`config.mk`:
```
export PLATFORM = sky130hd
export DESIGN_NAME = reset_sequencer
export DESIGN_NICKNAME = d
export VERILOG_FILES = /design/src/rtl/reset_sequencer.sv
export SDC_FILE = /design/constraint.sdc
export NUM_CORES = 1
export LEC_CHECK = 0
export BUFFER_PORTS_ARGS = -buffer_cell sky130_fd_sc_hd__clkbuf_2
export CAP_MARGIN = 20
export CORE_UTILIZATION = 59
export CTS_CLUSTER_DIAMETER = 120
export DETAILED_ROUTE_END_ITERATION = 8
export PLACE_DENSITY_LB_ADDON = 0.12
export SYNTH_ARGS = -nofsm -noshare
export SYNTH_HDL_FRONTEND = slang
export SYNTH_SLANG_ARGS = --single-unit
```
`constraint.sdc`:
```
create_clock -name clk -period 2.73 [get_ports clk]
set_clock_uncertainty 0.1 [all_clocks]
set_input_delay 0 -clock clk [delete_from_list [all_inputs] [get_ports clk]]
set_output_delay 0 -clock clk [all_outputs]
set_load 0.005 [all_outputs]
```
`src/rtl/reset_sequencer.sv`:
```
// reset_sequencer: staggered release of per-sub-block resets after chip reset,
// with soft-reset arbitration and global resequence in normal operation.
module reset_sequencer #(
  parameter int NUM_OUT        = 3,
  parameter int HOLD_CYCLES    = 16,
  parameter int STAGGER_CYCLES = 4,
  parameter int SOFT_CYCLES    = 8,
  parameter int CNT_W          = 8
) (
  input  logic               clk,
  input  logic               rst_n,
  input  logic               global_req,
  input  logic [NUM_OUT-1:0] soft_req,
  output logic [NUM_OUT-1:0] rst_out,
  output logic               ready,
  output logic               soft_ack
);

  localparam int IDX_W = (NUM_OUT > 1) ? $clog2(NUM_OUT) : 1;

  localparam logic [2:0] S_RESET   = 3'd0;
  localparam logic [2:0] S_HOLD    = 3'd1;
  localparam logic [2:0] S_RELEASE = 3'd2;
  localparam logic [2:0] S_RUN     = 3'd3;
  localparam logic [2:0] S_SOFT    = 3'd4;

  localparam logic [CNT_W-1:0] HOLD_LAST =
    CNT_W'(HOLD_CYCLES - 1);
  localparam logic [CNT_W-1:0] STAG_LAST =
    CNT_W'(STAGGER_CYCLES - 1);
  localparam logic [CNT_W-1:0] SOFT_LAST =
    CNT_W'(SOFT_CYCLES - 1);
  localparam logic [IDX_W-1:0] IDX_LAST =
    IDX_W'(NUM_OUT - 1);
  localparam logic [IDX_W-1:0] IDX_ONE =
    IDX_W'(1);

  logic [1:0]         sync_q;
  logic [2:0]         state_q, state_d;
  logic [CNT_W-1:0]   cnt_q, cnt_d;
  logic [IDX_W-1:0]   idx_q, idx_d;
  logic [NUM_OUT-1:0] pend_q, pend_d;
  logic [NUM_OUT-1:0] mask_q, mask_d;
  logic [NUM_OUT-1:0] rst_q, rst_d;
  logic               ready_q, ready_d;
  logic               ack_q, ack_d;
  logic [NUM_OUT-1:0] req_m;

  // Two-flop synchroniser for rst_n deassertion
  always_ff @(posedge clk or negedge rst_n) begin
    if (!rst_n) begin
      sync_q <= 2'b00;
    end else begin
      sync_q <= {sync_q[0], 1'b1};
    end
  end

  assign req_m = soft_req | pend_q;

  // Next-state decode; global_req outranks soft requests
  always_comb begin
    state_d = state_q;
    cnt_d   = cnt_q;
    idx_d   = idx_q;
    pend_d  = pend_q;
    mask_d  = mask_q;
    rst_d   = rst_q;
    ready_d = ready_q;
    ack_d   = 1'b0;
    unique case (1'b1)
      (state_q == S_RESET): begin
        if (sync_q[1]) begin
          state_d = S_HOLD;
          cnt_d   = '0;
        end
      end
      (state_q == S_HOLD): begin
        if (global_req) begin
          state_d = S_HOLD;
          cnt_d   = '0;
          rst_d   = '1;
          ready_d = 1'b0;
          pend_d  = '0;
        end else if (cnt_q == HOLD_LAST) begin
          rst_d[0] = 1'b0;
          cnt_d    = '0;
          if (NUM_OUT == 1) begin
            state_d = S_RUN;
            ready_d = 1'b1;
          end else begin
            state_d = S_RELEASE;
            idx_d   = IDX_ONE;
          end
        end else begin
          cnt_d = cnt_q + 1'b1;
        end
      end
      (state_q == S_RELEASE): begin
        if (global_req) begin
          state_d = S_HOLD;
          cnt_d   = '0;
          rst_d   = '1;
          ready_d = 1'b0;
          pend_d  = '0;
        end else if (cnt_q == STAG_LAST) begin
          rst_d[idx_q] = 1'b0;
          cnt_d        = '0;
          idx_d        = idx_q + 1'b1;
          if (idx_q == IDX_LAST) begin
            state_d = S_RUN;
            ready_d = 1'b1;
          end
        end else begin
          cnt_d = cnt_q + 1'b1;
        end
      end
      (state_q == S_RUN): begin
        if (global_req) begin
          state_d = S_HOLD;
          cnt_d   = '0;
          rst_d   = '1;
          ready_d = 1'b0;
          pend_d  = '0;
        end else if (|req_m) begin
          rst_d   = rst_q | req_m;
          mask_d  = req_m;
          pend_d  = '0;
          ready_d = 1'b0;
          cnt_d   = '0;
          state_d = S_SOFT;
        end
      end
      (state_q == S_SOFT): begin
        if (global_req) begin
          state_d = S_HOLD;
          cnt_d   = '0;
          rst_d   = '1;
          ready_d = 1'b0;
          pend_d  = '0;
        end else begin
          pend_d = pend_q | soft_req;
          if (cnt_q == SOFT_LAST) begin
            rst_d   = rst_q & ~mask_q;
            ready_d = 1'b1;
            ack_d   = 1'b1;
            state_d = S_RUN;
          end else begin
            cnt_d = cnt_q + 1'b1;
          end
        end
      end
      default: begin
        state_d = S_RESET;
        cnt_d   = '0;
        idx_d   = '0;
        pend_d  = '0;
        rst_d   = '1;
        ready_d = 1'b0;
      end
    endcase
  end

  // State, counters and registered outputs
  always_ff @(posedge clk or negedge rst_n) begin
    if (!rst_n) begin
      state_q <= S_RESET;
      cnt_q   <= '0;
      idx_q   <= '0;
      pend_q  <= '0;
      mask_q  <= '0;
      rst_q   <= '1;
      ready_q <= 1'b0;
      ack_q   <= 1'b0;
    end else begin
      state_q <= state_d;
      cnt_q   <= cnt_d;
      idx_q   <= idx_d;
      pend_q  <= pend_d;
      mask_q  <= mask_d;
      rst_q   <= rst_d;
      ready_q <= ready_d;
      ack_q   <= ack_d;
    end
  end

  assign rst_out  = rst_q;
  assign ready    = ready_q;
  assign soft_ack = ack_q;

endmodule
```
# Word-level counts from Yosys, hierarchy flattened
# Index checks and enable logic that the tools add are counted.
[totals] output_inout_bits=5 elab_cells=112 inputBits=6 register_bits=26
[op_classes] muxes=55 reduce_logical=13 n_bitwise=9 eq_ne=21 addsub=2 magnitude_cmp=2
[ops] op="2-to-1 mux 8 bit" n=9
[ops] op="2-to-1 mux 3 bit" n=20
[ops] op="one-hot mux 8 bit (5 select lines)" n=1
[ops] op="one-hot mux 3 bit (5 select lines)" n=2
[ops] op="inequality test 3 x 2 -> 1 bit (second input constant)" n=5
[ops] op="AND reduction 5 bit" n=3
[ops] op="2-to-1 mux 1 bit" n=14
[ops] op="one-hot mux 3 bit (4 select lines)" n=1
[ops] op="AND reduction 6 bit" n=2
[ops] op="2-to-1 mux 2 bit" n=5
[ops] op="AND reduction 3 bit" n=3
[ops] op="adder 8 x 1 -> 8 bit (second input constant)" n=1
[ops] op="equality test 8 x 2 -> 1 bit (second input constant)" n=1
[ops] op="equality test 8 x 3 -> 1 bit (second input constant)" n=1
[ops] op="equality test 8 x 4 -> 1 bit (second input constant)" n=1
[ops] op="inequality test 2 bit (second input constant)" n=4
[ops] op="AND 3 bit" n=2
[ops] op="equality test 3 x 2 -> 1 bit (second input constant)" n=2
[ops] op="inequality test 2 x 1 -> 1 bit (second input constant)" n=3
[ops] op="inverter 3 bit" n=2
[ops] op="OR 3 bit" n=2
[ops] op="one-hot mux 2 bit (3 select lines)" n=1
[ops] op="OR reduction 3 bit" n=2
[ops] op="one-hot mux 1 bit (5 select lines)" n=1
[ops] op="12 further kinds" n=14

# Logic depth before layout (Yosys ltp)
# Gate-level depths: netlist of the first run.
[logic_depth] ltp_word=9 depth_mapped=7 ltp_nobuf=7

# Least setup slack after synthesis of the first run
# OpenSTA, ideal clock, no wires.
[synth_timing] path_kind="register -> register" start="register cnt_q[0]" end="register rst_q[0], in the netlist rst_out[0]" stages_incl_launch_ff=7 path_slack_ns=0.587 arrival_ns=1.958 n_path_buf=0 required_time_ns=2.545 period_less_slack_ns=2.143 setup_ns=0.085 cell_sequence="dfrtp_1 -> ha_1 -> or3b_1 -> o31ai_1 -> and2_1 -> o311ai_1 -> mux2_1"
[synth_via] elab_chain_cells=3 word_cells_on_any_way=7 cone_classes="6 x eq/ne; 1 x reduce/logical"
[synth_rtl] element="start: declaration" line="40" text="logic [CNT_W-1:0] cnt_q, cnt_d;"
[synth_rtl] element="start signal: assignment" line="176" text="cnt_q <= cnt_d;"
[synth_rtl] element="equality test 8 x 3 -> 1 bit, or another cell as far along" line="142" text="if (cnt_q == SOFT_LAST) begin"
[synth_rtl] element="inequality test 3 x 2 -> 1 bit (no line)"
[synth_rtl] element="AND reduction 5 bit (no line) (*)"
[synth_rtl] element="end signal: assignment" line="180" text="rst_q <= rst_d;"
[synth_rtl] element="end: declaration" line="44" text="logic [NUM_OUT-1:0] rst_q, rst_d;"
# Mark *: on every way between the ends. The rest lies on a longest branch, timed or not.
# A chain may end at the register's enable or synchronous reset.

# Final worst setup path of the first run
[layout_timing] start="register cnt_q[0]" end="register cnt_q[3]"
[layout_via] elab_chain_cells=4 word_cells_on_any_way=13 cone_classes="1 x add/sub; 4 x eq/ne; 7 x mux; 1 x reduce/logical"
[layout_rtl] element="adder 8 x 1 -> 8 bit, or another cell as far along" line="95, 114, 148"
[layout_rtl] element="2-to-1 mux 8 bit, on equally long branches" line="142, 105, 84"
[layout_rtl] element="2-to-1 mux 8 bit, on equally long branches" line="134, 78, 99"
[layout_rtl] element="one-hot mux 8 bit (5 select lines)" line="70" text="unique case (1'b1)"
# Parallel ways exist; a longest one is shown, timed or not. The select of a mux whose other input is x is not followed.

==> impl_results.md, run 1 <==
* Int Power at 875.2 µW
* Setup crit start kind: register
* Sink Count at 26
* Root buf cell: clkbuf_4
* Routed metal-1 wirelength at 1.622 mm
* VDD IR max at 658.9 µV
* Synth async-reset ratio at 100.0%
* Most frequently used flop master after synthesis: dfrtp_1
* Post-Syn Area at 1599 µm²
* Final setup viols at 0
* Setup TNS at 0 ps
* Total power at 1455 µW
* Min-delay worst type: in2reg
* Placed Cells at 210
* DRT antenna net count at 0
* Syn avg cell area at 9.190 µm²
* Final Hold Viols at 0
* ANT cells at 0
* Htree depth at 1
* Post-Route WL at 3.374 mm
* Max cap viols at 0
* Arr. time, crit path at 2500 ps
* NetSw at 579.7 µW
* Global-route usage over all layers at 26.53%
* Core ar. at 2522 µm²
* Starting Density at 63.39%
* DR iter-0 viols at 47
* Synthesis-stage register bit count at 26
* Register area share after synthesis at 40.92%
* Cell row count at 18
* Cts bufs inserted at 3
* P_leak at 0.0007878 µW
* Layout Nets at 199
* Synth Net Count at 184
* Max-slew violations at 0
* Power per cell area at 832.9 nW/µm²
* Period utilization at 87.93%
* Clock power frac at 13.0%
* CP Max Fanout at 9
* Seq pwr share at 39.4%
* Post-detail-place hpwl at 2.494 mm
* Crit path time final at 2400 ps
* Met2 WL post-DR at 1.538 mm
* Die area at 2922 µm²
* Synth top area share at 35.99%
* Worst-path clk slew at 140 ps
* RSZ-0062 raised after global routing: no
* Gpl congestion at 0.8932
* Die Ht at 54.06 µm
* Status: finished, final reports clean
* Remaining Overflow, GRT at 0
* Yosys cell types at 55
* Largest cells by area after synthesis: dfrtp_1 (36%), nor2_1 (5.4%), dfstp_2 (4.9%), o21ai_1 (3.4%), a21oi_1 (3.1%)
* Post-CTS Resized at 0
* Rel. slew slack at 56.87%
* Die X at 54.06 µm
* Clock buffer depth at 2
* DRT Pass-1 Iters at 4
* Setup crit end kind: register
* Commonest cells post-synth: dfrtp_1 (23), nor2_1 (23), nand2_1 (12), o21ai_1 (11), a21oi_1 (10)
* DR WL/cell at 15.48 µm
* Largest net degree at the start of global routing at 27
* Synth-to-layout area growth at 9.233%
* Non-filler instance count after layout at 218
* Synth warn at 0
* Met3 wire length at 186 µm
* Comb power frac at 47.5%
* Initial antenna violation count at 0
* Sw Ratio at 39.85%
* Vias/cell at 6.197
* Crit path kind: reg2reg
* Achievable frequency at 416.6 MHz
* Vias after detailed routing at 1351
* # DRC at 0
* Gate count of the mapped netlist at 174
* Worst EP required at 2830 ps
* Hold slack at 43.37 ps
* Worst-Margin Slew at 647.0 ps
* Yosys top cell by area: dfrtp_1
* # IOs at 11
* First-pass GRT wire length at 5.602 mm
* Vias in the first global route at 1233
* Input/output buffers at 10
* CTS tree: done
* Worst reg-to-reg setup slack at 330 ps
* Skew-Pair Late Insertion Delay at 310 ps
* Post-synth EDFFs at 0
* Top layer in use: met4
* Share of post-route cells with drive strength above 1 at 16.49%
[stage by stage]
step / area (µm²) / setup WS, ps / utilization [%]
6_report: 1747 / 329.5 / 69.25
5_1_grt: 1747 / 207.0 / 69.25
4_1_cts: 1747 / 325.6 / 69.25
3_5_place_dp: 1670 / 344.9 / 66.22
3_3_place_gp: 1670 / 451.6 / 66.22
2_1_floorplan: 1599 / 587.2 / -
[per-layer routing]
layer  global-route usage [%]  vias to the layer above
li1                         -                      672
met1                    39.71                      635
met2                    39.30                       40
met3                    4.520                        4
met4                    7.265                        0
met5                        0                        -
[flip-flops by register name (all words and copies together) (netlist names)]
name,cells
sync_q,2
soft_ack,1
ready,1
idx_q,2
rst_out,3
state_q,3
cnt_q,8
mask_q,3
pend_q,3
[area by class of cell]
class / count / area [µm²]
inverters: 7 / 26.28
clock buffers: 4 / 36.28
multi-input cells: 133 / 872.1
repair buffers: 18 / 120.1
flip-flops and latches: 26 / 654.4
fillers: 199 / 775.7
well taps: 30 / 37.54
[power groups by stage]
stage	Combinational (µW)	Sequential (µW)	Clock, µW
after floorplan	533	560	0
after global placement	662	574	0
after detailed placement	681	580	0
after CTS	689	572	199
after global routing	766	586	208
final	692	573	190
[cells in the final DEF (no fill, tap or decap), drive strengths merged, types with 2 or more instances in the layout]
master and count:
a21o 3, dlygate4sd3 4, inv 7, o221ai 2
clkbuf 14, mux2 3, nand4 2, o21ai 14
nand2 12, buf 4, or4 3, a21oi 11
nor3 5, or4b 2, o31ai 3, or3 2
a31oi 2, or2 4, dfstp 3, nor2 23
nor4b 3, dfrtp 23, a22o 6, ha 4
nand2b 2, nand3 4, nor4 3, nor2b 3
[critical path, stage by stage (launching register included)]
cell and delay (ps):
dfrtp_1 400, ha_1 210, or3b_1 480, nor4_4 330
or3_1 370, a21oi_4 80, a221o_1 310
[timing repair]
item                      in CTS  in global routing
buffers inserted               0                  0
hold endpoints to repair      32                  0
hold buffers                   4                  0
[final timing paths]
check	from	to	cells past startpoint
setup / recovery	cnt_q[0]$_DFFE_PN0P_	cnt_q[3]$_DFFE_PN0P_	6
hold reg to reg	sync_q[0]$_DFF_PN0_	sync_q[1]$_DFF_PN0_	0
hold / removal	global_req	rst_out[1]$_DFFE_PN1P_	3
setup reg to reg	cnt_q[0]$_DFFE_PN0P_	cnt_q[3]$_DFFE_PN0P_	6
min in group asynchronous	rst_n	idx_q[0]$_DFFE_PN0P_	2
max in group asynchronous	rst_n	cnt_q[0]$_DFFE_PN0P_	2
[kinds of logic after synthesis]
family                     after synthesis  share of synthesized area, %
other                                    1                        0.2345
muxes                                    4                         2.739
adders and majority gates                4                         3.130
buffers and inverters                   15                         4.537
DFF                                     26                         40.92
AOI/OAI and AO/OA                       52                         23.24
and+or+nand+nor                         72                         25.19
(Power assumes the default switching activity.)
==> run 2: changes to the inputs <==
--- a/config.mk
+++ b/config.mk
@@ -7,6 +7,7 @@
 export LEC_CHECK = 0
 export BUFFER_PORTS_ARGS = -buffer_cell sky130_fd_sc_hd__clkbuf_2
 export CAP_MARGIN = 20
+export CORE_ASPECT_RATIO = 0.8
 export CORE_UTILIZATION = 59
 export CTS_CLUSTER_DIAMETER = 120
 export DETAILED_ROUTE_END_ITERATION = 8
==> run 2 against run 1 <==
Core utilization is 1.2 points higher. Worst hold slack worse by 8.7 ps. Count of clock-buffer cells in the layout is 1 lower. Register-to-register slack worse by 60 ps. Largest power group unchanged.
==> impl_results.md, run 2 (synthesis results as in run 1) <==
* Worst EP required at 2870 ps
* Cell row count at 16
* Max cap viols at 0
* ANT cells at 0
* Post-detail-place hpwl at 2.640 mm
* Share of post-route cells with drive strength above 1 at 16.04%
* First-pass GRT wire length at 6.189 mm
* CTS tree: done
* Die area at 2924 µm²
* # IOs at 11
* Final setup viols at 0
* Sink Count at 26
* Final core utilization at 70.45%
* # DRC at 0
* RSZ-0062 raised after global routing: no
* Commonest non-fill, non-tap cells in the layout: nor2_1 (23), dfrtp_1 (23), nand2_1 (12)
* Top reg by flops: cnt_q
* Gpl congestion at 0.8931
* Achievable frequency at 405.7 MHz
* Period utilization at 90.29%
* DR WL/cell at 16.30 µm
* Worst-Margin Slew at 602.8 ps
* Max-slew violations at 0
* Setup crit end kind: register
* Final Hold Viols at 0
* Status: finished, final reports clean
* Synth-to-layout area growth at 10.25%
* Initial antenna violation count at 0
* Htree depth at 1
* Vias after detailed routing at 1397
* Power per cell area at 873.9 nW/µm²
* Largest net degree at the start of global routing at 27
* Post-CTS Resized at 0
* P_leak at 0.0007893 µW
* Die Ht at 48.57 µm
* Largest register FFs at 8
* DRT antenna net count at 0
* Vias/cell at 6.265
* DRT Pass-1 Iters at 4
* Die X at 60.21 µm
* Setup crit start kind: register
* Setup TNS at 0 ps
* Min-delay worst type: in2reg
* Clock buffer depth at 2
* Layout Nets at 198
* Core ar. at 2502 µm²
* CP Max Fanout at 17
* Vias in the first global route at 1293
* Input/output buffers at 10
* Crit path kind: reg2reg
* Arr. time, crit path at 2600 ps
* Skew-Pair Late Insertion Delay at 330 ps
* Worst-path clk slew at 150 ps
* Crit path time final at 2465 ps
* Post-Route WL at 3.635 mm
* Global-route usage over all layers at 28.65%
* Root buf cell: clkbuf_4
* Remaining Overflow, GRT at 0
* Rel. slew slack at 59.25%
* Starting Density at 63.90%
* Cts bufs inserted at 3
* VDD IR max at 480.7 µV
* DR iter-0 viols at 86
==> run 2: cell types whose count changed in the layout (fill, tap and decap cells not counted) <==
| cell | change |
|---|---|
| buf_4 | -1 |
| clkbuf_8 | -1 |
| bufinv_16 | +1 |
==> run 2: what timing repair did <==
action | in CTS | in global routing
endpoints found under the hold margin | 32 | 0
hold buffers | 4 | 0
setup buffers | 0 | 0
==> run 2: where the power goes <==
group	leakage (µW)	internal, µW	total [µW]	switching, µW
sequential	0.000334	494	585	91.0
combinational	0.000427	295	689	394
clock	0.0000279	149	266	118
total	0.000789	938	1540	603
==> run 2: worst max-delay path, cell delays in order (launching register included) <==
cell and delay, ps:
dfrtp_1 660, or4b_4 570, nor4_4 270, or3_1 370, a21oi_4 90, a221o_1 300
==> run 2: stage by stage <==
stage	power [µW]	hold WS (ps)	setup slack (ps)	cells	area [µm²]
after global routing	1642	68.13	133.7	223	1763
after CTS	1537	20.81	294.8	223	1763
after global placement	1230	-58.60	383.7	215	1670
final	1541	34.68	265.2	223	1763
after detailed placement	1260	-56.83	328.9	215	1670
after floorplan	1093	-395.6	587.2	174	1599
==> run 2: area by class of cell <==
cell class / instances / area [µm²]
clock buffer: 3 / 22.52
clock inverter: 1 / 30.03
fill: 200 / 739.5
inverter: 7 / 26.28
multi-input combinational: 133 / 872.1
sequential: 26 / 654.4
tap: 36 / 45.04
timing repair buffer: 17 / 112.6
==> run 2: routing by layer <==
| metal | track usage [%] | routed length [µm] | up-vias | part of all wire [%] |
|---|---|---|---|---|
| li1 | - | - | 672 | - |
| met2 | 41.58 | 1631 | 46 | 45 |
| met1 | 41.99 | 1759 | 672 | 48 |
| met3 | 8.289 | 200 | 7 | 5.5 |
| met5 | 0 | 0 | - | 0 |
| met4 | 6.589 | 44 | 0 | 1.2 |
==> run 2: worst paths after layout <==
| kind | from | end | slack (ps) | cells past startpoint |
|---|---|---|---|---|
| hold reg to reg | sync_q[0]$_DFF_PN0_ | sync_q[1]$_DFF_PN0_ | 290 | 0 |
| min in group asynchronous | rst_n | idx_q[0]$_DFFE_PN0P_ | 80 | 2 |
| setup reg to reg | state_q[2]$_DFFE_PN0P_ | cnt_q[3]$_DFFE_PN0P_ | 270 | 5 |
| max in group asynchronous | rst_n | cnt_q[4]$_DFFE_PN0P_ | 2030 | 2 |
| hold / removal | global_req | rst_out[2]$_DFFE_PN1P_ | 30 | 3 |
| setup / recovery | state_q[2]$_DFFE_PN0P_ | cnt_q[3]$_DFFE_PN0P_ | 270 | 5 |
==> run 3: changes to the inputs <==
--- a/config.mk
+++ b/config.mk
@@ -5,10 +5,11 @@
 export SDC_FILE = /design/constraint.sdc
 export NUM_CORES = 1
 export LEC_CHECK = 0
+export ABC_CLOCK_PERIOD_IN_PS = 2730
 export BUFFER_PORTS_ARGS = -buffer_cell sky130_fd_sc_hd__clkbuf_2
 export CAP_MARGIN = 20
 export CORE_ASPECT_RATIO = 0.8
-export CORE_UTILIZATION = 59
+export CORE_UTILIZATION = 30
 export CTS_CLUSTER_DIAMETER = 120
 export DETAILED_ROUTE_END_ITERATION = 8
 export PLACE_DENSITY_LB_ADDON = 0.12
==> run 3 against run 2 <==
Cell count grew 12%. Critical path depth grew 1. Die area grew 92%.
==> impl_results.md, run 3 (synthesis results as in run 1) <==
* CP Max Fanout at 5
* Starting Density at 31.57%
* Largest net degree at the start of global routing at 27
* Crit path time final at 2366 ps
* Rel. slew slack at 55.09%
* Clock buffer depth at 2
* Gpl congestion at 0.7821
* Pre-CTS setup slack at 389.9 ps
* Commonest non-fill, non-tap cells in the layout: nor2_1 (23), dfrtp_1 (23), nand2_1 (12)
* Layout Nets at 199
* Power per cell area at 877.1 nW/µm²
* Vias after detailed routing at 1366
* Global-route usage over all layers at 14.42%
* Post-CTS Resized at 0
* Htree depth at 1
* Critical Path End: state_q[1]$_DFFE_PN0P_
* Achievable frequency at 422.6 MHz
* Worst setup path startpoint: cnt_q[0]$_DFFE_PN0P_
* Max-slew violations at 0
* Setup crit end kind: register
* RSZ-0062 raised after global routing: no
* Worst R2R End: state_q[1]$_DFFE_PN0P_
* Worst Setup Slack, final at 363.7 ps
* Share of post-route cells with drive strength above 1 at 16.49%
* Root buf cell: clkbuf_8
* Worst reg-to-reg setup slack at 360 ps
* Cell row count at 23
* # DRC at 0
* Final setup viols at 0
* Input/output buffers at 10
* First-pass GRT wire length at 6.403 mm
* Layout fillers at 530
* Sink Count at 26
* Status: finished, final reports clean
* P_leak at 0.0008024 µW
* VDD IR max at 287.2 µV
* Synth-to-layout area growth at 13.93%
* Worst-path clk slew at 100 ps
* Skew-Pair Late Insertion Delay at 270 ps
* Setup TNS at 0 ps
* Worst EP required at 2830 ps
* Initial antenna violation count at 0
* Remaining Overflow, GRT at 0
* DRT Pass-1 Iters at 4
* DRT antenna net count at 0
* Vias in the first global route at 1292
* Period utilization at 86.68%
* Largest register FFs at 8
* DR iter-0 viols at 143
* Die area at 5628 µm²
* Vias/cell at 5.464
* CTS tree: done
* Worst-Margin Slew at 673.7 ps
* Top reg by flops: cnt_q
* Die Ht at 67.30 µm
* Final Hold Viols at 0
* ANT cells at 0
* Post-detail-place hpwl at 2.760 mm
* Post-Route WL at 3.716 mm
* Worst R2R Path Depth at 6
* Cts bufs inserted at 3
* DR WL/cell at 14.86 µm
* Crit path kind: reg2reg
* Die X at 83.63 µm
* # IOs at 11
* FF-to-FF Start: cnt_q[0]$_DFFE_PN0P_
* Core ar. at 5065 µm²
* Setup crit start kind: register
* Arr. time, crit path at 2470 ps
* Min-delay worst type: in2reg
* Hold slack at 97.94 ps
* Max cap viols at 0
run 3: cell types whose count changed in the layout (fill, tap and decap cells not counted), sizes merged:
| cell | delta |
|---|---|
| buf | +1 |
run 3: worst min-delay path by stage:
stage,depth (start not counted),slack [ps],end,startpoint
finish,3,100,rst_out[2]$_DFFE_PN1P_,global_req
global route,3,120,rst_out[1]$_DFFE_PN1P_,global_req
CTS,3,80,rst_out[2]$_DFFE_PN1P_,global_req
detailed placement,1,-20,mask_q[1]$_DFFE_PN0P_,rst_n
global placement,1,-40,pend_q[2]$_DFFE_PN0P_,rst_n
floorplan,0,-400,cnt_q[0]$_DFFE_PN0P_,rst_n
run 3: layer usage:
metal	GRT usage (%)	up-vias	part of all wire, %
met5	0	-	0
met4	2.542	0	0.46
met3	2.567	2	4.6
met2	21.54	42	42
met1	21.89	658	53
li1	-	664	-
run 3: final cells by class:
cell class                 count  area (µm²)  area share, %
multi-input combinational    133       872.1          47.87
sequential                    26       654.4          35.92
timing repair buffer          18       120.1          6.593
tap                           62       77.57          4.258
clock buffer                   3       41.29          2.266
clock inverter                 1       30.03          1.648
inverter                       7       26.28          1.442
run 3: power by group:
group          total, µW  internal, µW  switching [µW]
registers            608           495             113
logic                666           299             367
clock network        324           196             128
total               1600           989             608
run 3: stage by stage:
step	std cells	total power (µW)	utilization, %	cell area (µm²)
6_report	250	1598	35.97	1822
5_1_grt	250	1724	35.97	1822
4_1_cts	250	1613	35.97	1822
3_5_place_dp	242	1269	33.77	1710
3_3_place_gp	242	1270	33.77	1710
2_1_floorplan	174	1093	-	1599
run 3: worst max-delay path: stages (launching register included):
cell and delay, ps:
dfrtp_1 380, ha_1 210, or3b_1 480, o31ai_1 440, and2_1 250, o311a_1 240, mux2i_1 200
run 3: repair_timing:
action / 4_1_cts / 5_1_grt
setup endpoints to repair: 0 / 0
hold buffers: 4 / 0
setup buffers: 0 / 0
hold endpoints to repair: 29 / 0
